$ cat config.mk
export PLATFORM = sky130hd
export DESIGN_NAME = bp_chooser_table_ctrl
export DESIGN_NICKNAME = d
export VERILOG_FILES = /design/src/rtl/bp_chooser_table_ctrl.sv
export SDC_FILE = /design/constraint.sdc
export NUM_CORES = 1
export LEC_CHECK = 0
export ABC_AREA = 1
export BUFFER_PORTS_ARGS = -buffer_cell sky130_fd_sc_hd__buf_2
export CAP_MARGIN = 10
export CORE_MARGIN = 2
export CORE_UTILIZATION = 57
export DETAILED_ROUTE_END_ITERATION = 16
export GPL_TIMING_DRIVEN = 0
export PLACE_DENSITY_LB_ADDON = 0.2
export SLEW_MARGIN = 20
export SYNTH_ARGS = -nofsm -noshare
export SYNTH_HDL_FRONTEND = slang
export SYNTH_SLANG_ARGS = --single-unit
$ cat constraint.sdc
create_clock -name clk -period 2.6 [get_ports clk]
set_input_delay 0.13 -clock clk [delete_from_list [all_inputs] [get_ports clk]]
set_output_delay 0.13 -clock clk [all_outputs]
set_load 0.01 [all_outputs]
$ cat src/rtl/bp_chooser_table_ctrl.sv
// Tournament chooser table controller.
// Arbitrates the single SRAM port between fetch lookups and buffered
// read-modify-write updates from resolved branches, and sweeps the table to
// CTR_INIT after reset.
// Optional feature macro: BP_PERF_CNT_EN adds perf_upd_cnt / perf_drop_cnt.
//
// state   | meaning
// INIT    | reset sweep, one CTR_INIT write per cycle
// IDLE    | serve a lookup, or start an update by reading its counter
// UPD_WR  | write the adjusted counter back (second half of the RMW)
module bp_chooser_table_ctrl #(
  parameter int         IDX_W      = 8,
  parameter int         FIFO_DEPTH = 4,
  parameter logic [1:0] CTR_INIT   = 2'b01
) (
  input  logic             clk,
  input  logic             rst,
  input  logic             stall,
  input  logic             lookup_req,
  input  logic [IDX_W-1:0] lookup_idx,
  output logic             lookup_gnt,
  output logic             lookup_valid,
  output logic             lookup_sel,
  input  logic [6:0]       ex_mem_opcode,
  input  logic [IDX_W-1:0] ex_mem_idx,
  input  logic             ex_mem_lc_dir,
  input  logic             ex_mem_gl_dir,
  input  logic             ex_mem_br_en,
  output logic             upd_full,
  output logic             init_done,
  output logic             tbl_en,
  output logic             tbl_we,
  output logic [IDX_W-1:0] tbl_addr,
  output logic [1:0]       tbl_wdata,
`ifdef BP_PERF_CNT_EN
  output logic [31:0]      perf_upd_cnt,
  output logic [31:0]      perf_drop_cnt,
`endif
  input  logic [1:0]       tbl_rdata
);

  localparam int         PTR_W     = $clog2(FIFO_DEPTH);
  localparam int         CNT_W     = PTR_W + 1;
  localparam logic [6:0] OP_BRANCH = 7'b1100011;

  typedef enum logic [1:0] {ST_INIT, ST_IDLE, ST_UPD_WR} state_t;

  state_t             state, state_nxt;
  logic [IDX_W-1:0]   sweep_ptr;
  logic [IDX_W-1:0]   fifo_idx [FIFO_DEPTH];
  logic               fifo_lc  [FIFO_DEPTH];
  logic               fifo_br  [FIFO_DEPTH];
  logic [PTR_W-1:0]   wr_ptr, rd_ptr;
  logic [CNT_W-1:0]   count;
  logic [IDX_W-1:0]   rmw_idx;
  logic               rmw_lc, rmw_br;
  logic [1:0]         rmw_wdata;
  logic               full, enq, deq, enq_ok;

  assign full     = (count == CNT_W'(FIFO_DEPTH));
  assign upd_full = rst & full;
  // Equal local/global directions carry no information for the chooser.
  assign enq      = (ex_mem_opcode == OP_BRANCH) && !stall && init_done &&
                    (ex_mem_lc_dir != ex_mem_gl_dir);
  // When full, an enqueue survives only if the head leaves in the same cycle.
  assign enq_ok   = enq && (!full || deq);
  assign lookup_sel = lookup_valid & tbl_rdata[1];

  // Saturating counter step: move toward local when local was right.
  always_comb begin
    rmw_wdata = tbl_rdata;
    if (rmw_lc == rmw_br) begin
      if (tbl_rdata != 2'b00) rmw_wdata = tbl_rdata - 2'b01;
    end else begin
      if (tbl_rdata != 2'b11) rmw_wdata = tbl_rdata + 2'b01;
    end
  end

  // Next state and SRAM port drive; everything forced idle while in reset.
  always_comb begin
    state_nxt  = state;
    lookup_gnt = 1'b0;
    tbl_en     = 1'b0;
    tbl_we     = 1'b0;
    tbl_addr   = '0;
    tbl_wdata  = 2'b00;
    deq        = 1'b0;
    if (rst) begin
      case (state)
        ST_INIT: begin
          tbl_en    = 1'b1;
          tbl_we    = 1'b1;
          tbl_addr  = sweep_ptr;
          tbl_wdata = CTR_INIT;
          if (sweep_ptr == '1) state_nxt = ST_IDLE;
        end
        ST_IDLE: begin
          if (lookup_req && !full) begin
            lookup_gnt = 1'b1;
            tbl_en     = 1'b1;
            tbl_addr   = lookup_idx;
          end else if (count != '0) begin
            tbl_en    = 1'b1;
            tbl_addr  = fifo_idx[rd_ptr];
            deq       = 1'b1;
            state_nxt = ST_UPD_WR;
          end
        end
        ST_UPD_WR: begin
          tbl_en    = 1'b1;
          tbl_we    = 1'b1;
          tbl_addr  = rmw_idx;
          tbl_wdata = rmw_wdata;
          state_nxt = ST_IDLE;
        end
        default: state_nxt = ST_INIT;
      endcase
    end
  end

  // FSM state, sweep pointer, init flag and lookup response timing.
  always_ff @(posedge clk or negedge rst) begin
    if (!rst) begin
      state        <= ST_INIT;
      sweep_ptr    <= '0;
      init_done    <= 1'b0;
      lookup_valid <= 1'b0;
    end else begin
      state        <= state_nxt;
      lookup_valid <= lookup_gnt;
      if (state == ST_INIT) begin
        sweep_ptr <= sweep_ptr + IDX_W'(1);
        if (sweep_ptr == '1) init_done <= 1'b1;
      end
    end
  end

  // FIFO pointers, occupancy and the RMW holding register.
  always_ff @(posedge clk or negedge rst) begin
    if (!rst) begin
      wr_ptr  <= '0;
      rd_ptr  <= '0;
      count   <= '0;
      rmw_idx <= '0;
      rmw_lc  <= 1'b0;
      rmw_br  <= 1'b0;
    end else begin
      if (enq_ok) wr_ptr <= wr_ptr + PTR_W'(1);
      if (deq) begin
        rd_ptr  <= rd_ptr + PTR_W'(1);
        rmw_idx <= fifo_idx[rd_ptr];
        rmw_lc  <= fifo_lc[rd_ptr];
        rmw_br  <= fifo_br[rd_ptr];
      end
      if (enq_ok && !deq)      count <= count + CNT_W'(1);
      else if (!enq_ok && deq) count <= count - CNT_W'(1);
    end
  end

  // FIFO storage; contents are meaningless outside the valid window.
  always_ff @(posedge clk) begin
    if (enq_ok) begin
      fifo_idx[wr_ptr] <= ex_mem_idx;
      fifo_lc[wr_ptr]  <= ex_mem_lc_dir;
      fifo_br[wr_ptr]  <= ex_mem_br_en;
    end
  end

`ifdef BP_PERF_CNT_EN
  // Completed write-backs and dropped enqueues, free-running and wrapping.
  always_ff @(posedge clk or negedge rst) begin
    if (!rst) begin
      perf_upd_cnt  <= '0;
      perf_drop_cnt <= '0;
    end else begin
      if (state == ST_UPD_WR)   perf_upd_cnt  <= perf_upd_cnt + 32'd1;
      if (enq && !enq_ok)       perf_drop_cnt <= perf_drop_cnt + 32'd1;
    end
  end
`endif

endmodule

# ---- Yosys cells after proc, flatten, opt, wreduce, memory -nomap -nowiden
# Memories as Yosys holds them, arrays and structs flattened. A register that Yosys moved wholly into a read port is not among the register bits.
# Index checks and enable logic that the tools add are counted.
# W data, S select, Z words.
dict set report op_classes {
  n_addsub 7
  n_mul 0
  n_div 0
  order_cmp 0
  n_eq_ne 11
  n_shift 0
  mux 29
  bitwise 2
  n_reduce_logical 21
}
# operator count
set op_table {}
lappend op_table {{$mux W8} 3}
lappend op_table {{$pmux W8 S3} 1}
lappend op_table {{$mux W2} 7}
lappend op_table {{$mux W1} 13}
lappend op_table {{$add A8 B1 Y8 const B} 1}
lappend op_table {{$eq A8 B8 Y1 const B} 1}
lappend op_table {{$ne A2 B2 Y1 const B} 4}
lappend op_table {{$eq A7 B7 Y1 const B} 1}
lappend op_table {{$logic_and A1 B1 Y1} 7}
lappend op_table {{$add A2 B1 Y2 const B} 3}
lappend op_table {{$logic_not A1 Y1} 6}
lappend op_table {{$mux W3} 2}
lappend op_table {{$pmux W2 S3} 1}
lappend op_table {{$pmux W2 S2} 1}
lappend op_table {{$reduce_and A4 Y1} 1}
lappend op_table {{$reduce_bool A2 Y1} 2}
lappend op_table {{$add A3 B1 Y3 const B} 1}
lappend op_table {{$eq A3 B3 Y1 const B} 1}
lappend op_table {{$reduce_bool A3 Y1} 1}
lappend op_table {{$sub A3 B1 Y3 const B} 1}
lappend op_table {{$and A1 B1 Y1} 2}
lappend op_table {{$eq A2 B1 Y1 const B} 1}
lappend op_table {{$eq A2 B2 Y1 const B} 1}
lappend op_table {{$logic_not A2 Y1} 1}
lappend op_table {{other kinds (7)} 7}
dict set report word_totals {
  reg_bits 27
  latch_bits 0
  mem_bits_rw 40
  romBits 0
  in_bits 32
  output_inout_bits 17
  elab_cells 81
  mem_count 3
}
# memory depth word_bits read_ports rd_ports_with_merged_regs wr line_no
set memory_table {}
lappend memory_table {fifo_idx 4 8 1 0 1 50} ;# logic [IDX_W-1:0] fifo_idx [FIFO_DEPTH];
lappend memory_table {fifo_br 4 1 1 1 1 52} ;# logic fifo_br [FIFO_DEPTH];
lappend memory_table {fifo_lc 4 1 1 1 1 51} ;# logic fifo_lc [FIFO_DEPTH];

# ---- Depth between registers and ports, before layout
# Gate-level depths: netlist of run 1.
dict set report logic_depth {
  depth_word 12
  mapped_depth 13
  mapped_depth_nobuf 13
}

# ---- Worst setup path after synthesis of run 1
# No wires, ideal clock.
dict set report synth_path {
  kind {flip-flop to flip-flop}
  start {register count[0]}
  end {register count[2]}
  arrival_ns 1.881
  t_required_ns 2.469
  setup_slack_ns 0.588
  stages_incl_launch_ff 11
  synth_period_minus_slack_ns 2.012
  path_cell_list {dfrtp_1 nor2_1 nand2_1 nand4_4 buf_6 ha_1 inv_1 fa_1 a21oi_1 o21ai_0 xor2_1}
}
dict set report synth_between {
  elab_chain_len 11
}
# item line_no
set synth_rtl {}
lappend synth_rtl {{start: declaration} 54} ;# logic [CNT_W-1:0] count;
lappend synth_rtl {{start signal: assignment} 155} ;# if (enq_ok && !deq) count <= count + CNT_W'(1);
lappend synth_rtl {{start signal: assignment} 156} ;# else if (!enq_ok && deq) count <= count - CNT_W'(1);
lappend synth_rtl {{$eq A3 B3 Y1} 60} ;# assign full = (count == CNT_W'(FIFO_DEPTH));
lappend synth_rtl {{$logic_not A1 Y1} {66, 98}}
lappend synth_rtl {{$logic_and A1 B1 Y1} 98} ;# if (lookup_req && !full) begin
lappend synth_rtl {{$mux W1} 98}
lappend synth_rtl {{$mux W1} 89} ;# case (state)
lappend synth_rtl {{$mux W1} 88} ;# if (rst) begin
lappend synth_rtl {{$logic_or A1 B1 Y1} 66} ;# assign enq_ok = enq && (!full || deq);
lappend synth_rtl {{$logic_and A1 B1 Y1} 66}
lappend synth_rtl {{$logic_not A1 Y1} 156}
lappend synth_rtl {{$logic_and A1 B1 Y1} 156}
lappend synth_rtl {{$reduce_bool A2 Y1 (no source line)} -}
# Several ways; a longest one is shown, not always the timed one. The select of a mux whose other input is x is not followed.
# A chain may end at the register's enable or synchronous reset.

# ---- Worst setup path in the final report of run 1
dict set report layout_path {
  start {input port rst}
  end {register count[2]}
}
dict set report layout_between {
  elab_chain_len 6
}
# item line_no
set layout_rtl {}
lappend layout_rtl {{start: declaration} 17} ;# input logic rst,
lappend layout_rtl {{$mux W1 *} 88}
lappend layout_rtl {{$logic_or A1 B1 Y1 *} 66}
lappend layout_rtl {{$logic_and A1 B1 Y1 *} 66}
lappend layout_rtl {{named net enq_ok} 58} ;# logic full, enq, deq, enq_ok;
lappend layout_rtl {{$logic_not A1 Y1} 156}
lappend layout_rtl {{$logic_and A1 B1 Y1} 156}
lappend layout_rtl {{$reduce_bool A2 Y1 (no source line)} -}
# Mark *: on every way through the listed nets, which the timed path passes. The rest lies on a longest branch.

==> results of run 1 <==
cells by family (layout without fill, tap and decap cells):
| group | Yosys count | after routing |
|---|---|---|
| compound gates | 30 | 30 |
| xor+xnor | 10 | 10 |
| fa+ha+maj | 7 | 7 |
| buf+inv | 63 | 135 |
| flops | 69 | 69 |
| simple gates | 212 | 212 |
state kept, by name, summed over array words and instances, names as in the netlist:
name          count
fifo_br           4
wr_ptr            2
sweep_ptr         8
rmw_br            1
fifo_lc           4
rmw_idx           8
init_done         1
state             2
lookup_valid      1
rmw_lc            1
fifo_idx         32
rd_ptr            2
count             3
worst register-to-register path: stages (launching register included):
cell and delay, ns:
dfrtp_1 0.45, nor2_1 0.16, nand2_1 0.16, nand4_4 0.17, buf_6 0.18, ha_1 0.15
inv_1 0.07, fa_1 0.38, a21oi_1 0.14, o21ai_0 0.12, xor2_1 0.15
worst min-delay path by stage:
stage / from / slack, ns / cells past startpoint / end
2_1_floorplan: rst / -0.17 / 0 / count[0]$_DFFE_PN0P_
3_3_place_gp: rst / 0.23 / 1 / count[2]$_DFFE_PN0P_
3_5_place_dp: rst / 0.24 / 1 / count[2]$_DFFE_PN0P_
4_1_cts: ex_mem_idx[4] / 0.003 / 1 / fifo_idx[2][4]$_DFFE_PP_
5_1_grt: ex_mem_idx[6] / 0.009 / 1 / fifo_idx[2][6]$_DFFE_PP_
6_report: ex_mem_idx[4] / 0.008 / 1 / fifo_idx[0][4]$_DFFE_PP_
power groups by stage:
stage          logic (mW)  clock network [mW]  registers (mW)
2_1_floorplan        1.13                   0            1.45
3_3_place_gp         1.43                   0            1.48
3_5_place_dp         1.47                   0            1.49
4_1_cts              1.49               0.907            1.47
5_1_grt              1.70               0.961            1.49
6_report             1.49               0.895            1.47
synth_stat cells (2+ instances only):
| library cell | number |
|---|---|
| inv_1 | 46 |
| ha_1 | 6 |
| nor2_1 | 46 |
| dfrtp_1 | 29 |
| o21ai_0 | 13 |
| xor2_1 | 6 |
| buf_2 | 4 |
| a21oi_1 | 5 |
| buf_6 | 5 |
| nor2_8 | 2 |
| nand3_1 | 40 |
| edfxtp_1 | 40 |
| inv_2 | 2 |
| nand4_1 | 4 |
| o21ai_2 | 10 |
| xnor2_1 | 4 |
| nand2_1 | 116 |
cell usage in the layout (no fill, tap or decap), types with 3 or more instances in the layout:
master	Yosys	routed
dfrtp_1	29	29
nor2_1	46	46
xnor2_1	4	4
inv_1	46	46
a21oi_1	5	5
edfxtp_1	40	40
o21ai_2	10	10
dlygate4sd3_1	0	7
buf_6	5	5
inv_6	0	3
nand2_1	116	116
o21ai_0	13	13
ha_1	6	6
clkbuf_8	1	10
nand4_1	4	4
buf_2	4	52
nand3_1	40	40
xor2_1	6	6
metal layers:
metal | global-route usage [%] | wire [microns] | vias to the layer above | share of wire [%]
met4 | 9.24 | 122 | 0 | 1.7
li1 | - | - | 1385 | -
met2 | 38.5 | 3730 | 82 | 52
met3 | 4.77 | 387 | 11 | 5.4
met5 | 0 | 0 | - | 0
met1 | 27.2 | 2980 | 1259 | 41
stage by stage:
stage,hold slack (ns),util (%)
after global placement,0.233,65.1
after CTS,0.00315,69.9
after floorplan,-0.166,-
after detailed placement,0.241,65.1
after global routing,0.00858,70.1
final,0.00782,70.1
final cells by class:
class                           instances  share of cell area (%)
Buffer                                 13                    2.79
Clock buffer                            9                    2.97
Multi-Input combinational cell        259                    31.4
Timing Repair Buffer                   56                    7.92
Sequential cell                        69                    46.2
Tap cell                               75                    2.25
Inverter                               50                    4.62
Clock inverter                          7                    1.92
==> metrics, run 1 <==
status=finished, final reports clean; Via Count=2737; final net count=497; Post-Synth Adder-Cell Area=2.68%; Arr. time, crit path=2.51 ns; DIE AREA=0.00687 sq mm; Core Region=0.00596 sq mm; worst min-delay path class=in2reg; Num Clock Sinks=69; Ys Warns=0; synthesized instance count=391; maximum clock frequency=0.437 GHz; chip width=82.9 microns; CTS Buf Count=9; final worst setup slack=0.314 ns; Yosys reg bits=69; Sequential Power Share=38.2%; Rows=28; critical path depth=12; compound-gate portion of the synthesized area=5.40%; largest family of logic cells by synthesized area=simple AND/OR/NAND/NOR gates; Switching Fraction=39.3%; period utilization=87.9%; Tot Pwr=3.85 mW; pin count of the biggest net entering global routing=30; area leader, netlist=edfxtp_1; Syn Area/Cell=9.07 sq um; DRC Markers=0; Final Critical Period=2.29 ns; Tightest Pin Transition=1.00 ns; Final Max Slew Viols=0; first-pass detailed-route iteration total=4; Congestion Overflow GR=0; number of synthesized flops with an enable pin=40; CTS tree=built; Layout Skew=0.0105 ns; Crit Path Category=in2reg; share of layout cells above drive strength 1=20.7%; Most used DFF post-synth=edfxtp_1; Reg clk slew, reported paths=0.08 ns; Crit-path slowest cell=dlygate4sd3_1; Peak VDD IR=498 uV; IO Count=49; # Post-CTS Setup Buffers=0; Most Frequent Cell on Critical Path=inv_1; share of the yosys chip area belonging to registers=54.4%; R2R setup slack=0.35 ns; Starting DRT DRC Count=228; combinational power share=38.6%; Worst slew margin=32.8%; placed insts=514; critical path endpoint category=flip-flop; Int Pwr=2.34 mW; CTS Buffer Depth=2; GRT Overall Usage=22.3%; synth-to-layout area growth=17.7%; post-synthesis mux area share=0%; Synth Area in XOR/XNOR=2.47%; Worst EP required=2.83 ns; RR Endpoint=count[2]$_DFFE_PN0P_; wirelength, routed=7220 microns; Design Area, Final=0.00417 sq mm; wire per inst=13.4 microns; Post-CTS Resized=0; Die Y=82.9 microns; Initial Utilization=59.5%; Finish-stage setup viols=0; H-Tree Level Count=3; CP Launch Type=input port; Leak=2.02 nW; crit-path max FO=7; Clk Latency, worst-skew pair=0.34 ns; CP peak stage delay=0.52 ns; RSZ-0062 raised after global routing=false; Synth Area in Simple Gates=26.4%; total negative slack=0 ns; clock share of power=23.2%; number of distinct library cells after synthesis=30; worst-path cell chain=dlygate4sd3_1 -> buf_2 -> inv_1 -> o21ai_2 -> nand2_1 -> inv_1 -> ha_1 -> inv_1 -> fa_1 -> a21oi_1 -> o21ai_0 -> xor2_1; Final Hold Fails=0; Post-Syn Nets=430; depth of the most critical reg-to-reg path=10; initial antenna violation count=0; pwr dens=923 mW/mm^2; Post-synth ARST share=42.0%; Top delay family on crit path=buffers and inverters; crit path from=rst; Placer Congestion=0.795; switching power=1.51 mW; Setup WS pre-CTS=-0.130 ns; filler instances=471; Placed Area=0.00388 sq mm; Crit Reg-Reg Startpoint=count[0]$_DFFE_PN0P_; vias in the first global route=2683; CP endpoint=count[2]$_DFFE_PN0P_; first-pass GRT wire length=12100 microns; FF/Latch Area=0.00193 sq mm; WP buf/inv=5; Vias/cell=5.09; top-area cell type share of the netlist area=33.9%; Multi-input gate area=0.00131 sq mm; ANT cells=0; CTS Hold Buffers Added=7; Mapped Area=0.00354 sq mm; Port Buffers=48; Synth area leaders=edfxtp_1 (34%), dfrtp_1 (20%), nand2_1 (12%); clock root buffer=clkbuf_8; post-route antenna net violation count=0; dpl hpwl=5020 microns; fin cells=538; max cap viols=0
Power figures use the tool's default switching activity.
==> inputs of run 2 (changes only) <==
--- a/config.mk
+++ b/config.mk
@@ -5,11 +5,10 @@
 export SDC_FILE = /design/constraint.sdc
 export NUM_CORES = 1
 export LEC_CHECK = 0
-export ABC_AREA = 1
 export BUFFER_PORTS_ARGS = -buffer_cell sky130_fd_sc_hd__buf_2
 export CAP_MARGIN = 10
 export CORE_MARGIN = 2
-export CORE_UTILIZATION = 57
+export CORE_UTILIZATION = 56
 export DETAILED_ROUTE_END_ITERATION = 16
 export GPL_TIMING_DRIVEN = 0
 export PLACE_DENSITY_LB_ADDON = 0.2
==> metrics, run 2 <==
placed insts=336; Ys Warns=0; synthesized instance count=216; Final Hold Fails=0; total negative slack=0 ns; Design Area, Final=0.00386 sq mm; Syn Area/Cell=14.8 sq um; final worst setup slack=0.227 ns; CTS Buffer Depth=2; Leak=1.62 nW; commonest cells after routing, fill and taps aside=buf_2 (50), edfxtp_1 (40), dfrtp_1 (27); critical path endpoint category=flip-flop; Tot Pwr=2.50 mW; Post-Syn Nets=255; first-pass detailed-route iteration total=4; Rows=27; number of distinct library cells after synthesis=39; Yosys reg bits=69; Arr. time, crit path=2.64 ns; fin cells=367; Crit Path Category=reg2reg; worst min-delay path class=in2reg; Synth area leaders=edfxtp_1 (38%), dfrtp_1 (23%), mux4_2 (7.0%); clock root buffer=clkbuf_8; met1 wire length=2660 microns; met2 routed WL=3220 microns; Setup WS pre-CTS=-0.193 ns; CTS Buf Count=9; status=finished, final reports clean; wirelength, routed=6210 microns; top sig layer=met4; Tightest Pin Transition=0.593 ns; Congestion Overflow GR=0; Synth top cells by count=edfxtp_1 (40), dfrtp_1 (29), nor2_1 (25); Mapped Area=0.00320 sq mm; Final Critical Period=2.37 ns; Post-synth ARST share=42.0%; RSZ-0062 raised after global routing=false; H-Tree Level Count=3; wire per inst=16.9 microns; commonest non-fill, non-tap cell in the layout=buf_2; initial antenna violation count=0; ANT cells=0; Num Clock Sinks=69; area leader, netlist=edfxtp_1; Via Count=1964; Most used DFF post-synth=edfxtp_1; first-pass GRT wire length=9920 microns; chip width=79.6 microns; Reg with most FFs=fifo_idx; max reg flops=32; CP Launch Type=flip-flop; Clk Latency, worst-skew pair=0.34 ns; hold_ws=0.00720 ns; max cap viols=0; GRT Overall Usage=21.2%; number of synthesized flops with an enable pin=40; biggest regs=fifo_idx (32), rmw_idx (8), sweep_ptr (8); Worst slew margin=60.4%; Core Region=0.00551 sq mm; period utilization=91.3%; Finish-stage setup viols=0; routed wl met3=237 microns; share of layout cells above drive strength 1=38.3%; Vias/cell=5.35; Initial Utilization=58.1%; maximum clock frequency=0.421 GHz; vias in the first global route=2018; post-route antenna net violation count=0; Reg clk slew, reported paths=0.08 ns; Final Max Slew Viols=0; count leader, synth=edfxtp_1; Port Buffers=48; pwr dens=648 mW/mm^2; final net count=329; dpl hpwl=4160 microns; crit-path max FO=10; Starting DRT DRC Count=103; top-area cell type share of the netlist area=37.6%; DIE AREA=0.00633 sq mm; pin count of the biggest net entering global routing=30; DRC Markers=0; Placed Area=0.00353 sq mm; Worst EP required=2.87 ns; Peak VDD IR=452 uV; synth-to-layout area growth=20.9%; IO Count=49; Layout Skew=0.00658 ns; Die Y=79.6 microns; Placer Congestion=0.820; CTS tree=built; fin util=70.2%; share of the yosys chip area belonging to registers=60.3%
run 2: changes by cell type in the layout (fill, tap and decap cells not counted), sizes merged, moves of 13 or more:
cell and delta:
inv -42, o21ai -18, mux2 +13, nand2 -110, nor2 -23, nand3 -35
run 2: worst paths after layout:
check | start | cells past startpoint | slack (ns) | end
max in group asynchronous | rst | 3 | 2.11 | count[1]$_DFFE_PN0P_
max | count[1]$_DFFE_PN0P_ | 10 | 0.23 | count[2]$_DFFE_PN0P_
min in group asynchronous | rst | 3 | 0.31 | init_done$_DFFE_PN0P_
min reg2reg | count[2]$_DFFE_PN0P_ | 1 | 0.50 | count[2]$_DFFE_PN0P_
min | ex_mem_br_en | 1 | 0.007 | fifo_br[1]$_DFFE_PP_
max reg2reg | count[1]$_DFFE_PN0P_ | 10 | 0.23 | count[2]$_DFFE_PN0P_
run 2: layer usage:
layer | vias up | track usage, %
met3 | 9 | 4.19
met1 | 961 | 27.0
met4 | 0 | 7.76
met2 | 50 | 36.2
met5 | - | 0
li1 | 944 | -
run 2: worst max-delay path, cell delays in order (launching register included):
cell     delay [ns]
dfrtp_2        0.43
or3_4          0.40
and3_1         0.18
buf_6          0.15
nand2_8        0.10
ha_2           0.19
inv_1          0.05
fa_1           0.37
xor2_1         0.15
nor2_1         0.12
xor2_1         0.15
run 2: logic make-up after synthesis:
family | count (synthesis) | synth area share [%]
buf+inv | 17 | 3.21
simple gates | 59 | 10.1
fa+ha+maj | 8 | 3.29
xor+xnor | 15 | 4.11
flops | 69 | 60.3
compound gates | 17 | 4.07
mux | 31 | 15.0
run 2: final cells by class:
type | count | area (sq um)
repair buffers | 64 | 388
clock buffers | 9 | 124
clock inverters | 7 | 75.1
plain buffers | 8 | 52.6
well taps | 72 | 90.1
multi-input cells | 130 | 1180
fillers | 406 | 1640
flip-flops and latches | 69 | 1930
inverters | 8 | 30.0
run 2: report_power, final:
group	switching (mW)	internal, mW
combinational	0.166	0.170
sequential	0.0819	1.21
clock	0.426	0.446
total	0.674	1.83
run 2: repair_timing:
action,in CTS,in global routing
hold buffers,7,0
gates resized for setup,0,4
buffers inserted,0,9
endpoints found under the hold margin,49,0
endpoints found under the setup margin,0,1
==> inputs of run 3 (changes only) <==
--- a/config.mk
+++ b/config.mk
@@ -7,6 +7,7 @@
 export LEC_CHECK = 0
 export BUFFER_PORTS_ARGS = -buffer_cell sky130_fd_sc_hd__buf_2
 export CAP_MARGIN = 10
+export CORE_ASPECT_RATIO = 1.25
 export CORE_MARGIN = 2
 export CORE_UTILIZATION = 56
 export DETAILED_ROUTE_END_ITERATION = 16
==> metrics, run 3 (synthesis gave the netlist of run 2 again) <==
status=finished, final reports clean; wirelength, routed=5860 microns; Die Y=88.5 microns; Tightest Pin Transition=0.620 ns; Congestion Overflow GR=0; Via Count=1945; chip width=71.6 microns; H-Tree Level Count=3; Final Hold Fails=0; CTS Buffer Depth=2; initial antenna violation count=0; synth-to-layout area growth=19.9%; fin util=69.9%; commonest non-fill, non-tap cell in the layout=buf_2; Worst slew margin=58.7%; Reg clk slew, reported paths=0.07 ns; Port Buffers=48; Placer Congestion=0.782; clock share of power=34.5%; IO Count=49; share of layout cells above drive strength 1=36.4%; RSZ-0062 raised after global routing=false; GRT Overall Usage=20.4%; ANT cells=0; switching power=654 uW; Top delay family on crit path=simple AND/OR/NAND/NOR gates; final net count=325; crit-path max FO=10; Rows=30; Arr. time, crit path=2.74 ns; Final Critical Period=2.48 ns; pwr dens=649 mW/mm^2; Clk Latency, worst-skew pair=0.34 ns; Crit Path Category=reg2reg; period utilization=95.2%; worst min-delay path class=in2reg; critical path endpoint category=flip-flop; worst-path cell chain=or3_4 -> and3_1 -> buf_6 -> nand2_8 -> buf_12 -> ha_1 -> inv_1 -> fa_1 -> xor2_1 -> nor2_1 -> xor2_1; Leak=1.61 nW; Final Max Slew Viols=0; clock root buffer=clkbuf_8; first-pass GRT wire length=9250 microns; max cap viols=0; DRC Markers=0; Placed Area=0.00352 sq mm; hold_ws=0.0252 ns; dpl hpwl=4170 microns; first-pass detailed-route iteration total=4; pin count of the biggest net entering global routing=30; vias in the first global route=1929; max reg flops=32; Sequential Power Share=52.2%; CP Launch Type=flip-flop; biggest regs=fifo_idx (32), rmw_idx (8), sweep_ptr (8); Initial Utilization=58.3%; Worst EP required=2.86 ns; Crit-path slowest cell=dfrtp_2; DIE AREA=0.00633 sq mm; Num Clock Sinks=69; Switching Fraction=26.3%; Int Pwr=1.83 mW; Reg with most FFs=fifo_idx; CTS Buf Count=9; combinational power share=13.3%; wire per inst=16.5 microns; Starting DRT DRC Count=132; Setup WS pre-CTS=-0.180 ns; Finish-stage setup viols=0; maximum clock frequency=0.404 GHz; post-route antenna net violation count=0; commonest cells after routing, fill and taps aside=buf_2 (50), edfxtp_1 (40), dfrtp_1 (28); Core Region=0.00548 sq mm; CP peak stage delay=0.42 ns; Vias/cell=5.48; Design Area, Final=0.00383 sq mm; Most Frequent Cell on Critical Path=xor2_1; WP buf/inv=3; Layout Skew=0.00586 ns; CTS tree=built; Peak VDD IR=457 uV; final worst setup slack=0.125 ns
-- run 3: power by group through the flow --
stage,combinational [mW],clock [mW],sequential [mW]
floorplan,0.221,0,1.30
global placement,0.311,0,1.32
detailed placement,0.319,0,1.32
CTS,0.334,0.873,1.29
global route,0.373,0.927,1.30
finish,0.331,0.858,1.30
-- run 3: metrics by stage --
step,total power [mW],TNS [ns],std cells
detailed placement,1.64,-0.306,328
global placement,1.63,-0.263,328
finish,2.49,0,355
CTS,2.50,0,353
global route,2.60,0,355
floorplan,1.52,0,216
-- run 3: repair_timing --
action / CTS / global route
hold endpoints to repair: 53 / 0
buffers inserted: 0 / 2
resized for setup: 0 / 1
endpoints found under the setup margin: 0 / 1
hold buffers: 9 / 0
-- run 3: final timing paths --
check | slack (ns) | depth (start not counted) | start | to
worst max-delay path | 0.12 | 11 | count[0]$_DFFE_PN0P_ | count[2]$_DFFE_PN0P_
worst min register to register | 0.49 | 1 | count[2]$_DFFE_PN0P_ | count[2]$_DFFE_PN0P_
min in group asynchronous | 0.29 | 3 | rst | state[0]$_DFFE_PN0P_
worst min-delay path | 0.03 | 1 | ex_mem_idx[5] | fifo_idx[2][5]$_DFFE_PP_
max in group asynchronous | 2.14 | 3 | rst | count[0]$_DFFE_PN0P_
worst max register to register | 0.12 | 11 | count[0]$_DFFE_PN0P_ | count[2]$_DFFE_PN0P_
-- run 3: per-layer routing --
metal	vias to the layer above	routed length [microns]	track usage (%)
met5	-	0	0
met4	0	114	9.43
met3	10	237	4.90
met2	48	2980	34.5
met1	946	2530	24.8
li1	941	-	-
-- run 3: cell type report --
cell class              instances  area, sq um
inverters                       8         30.0
fillers                       387         1650
plain buffers                   9         72.6
clock buffers                   9          124
well taps                      64         80.1
clock inverters                 7         75.1
flip-flops and latches         69         1930
multi-input cells             130         1170
repair buffers                 59          355
-- run 3: worst register-to-register path: stages, from the launching register on --
cell and delay [ns]:
dfrtp_2 0.42, or3_4 0.38, and3_1 0.18, buf_6 0.15, nand2_8 0.10, buf_12 0.14
ha_1 0.19, inv_1 0.06, fa_1 0.37, xor2_1 0.15, nor2_1 0.12, xor2_1 0.15
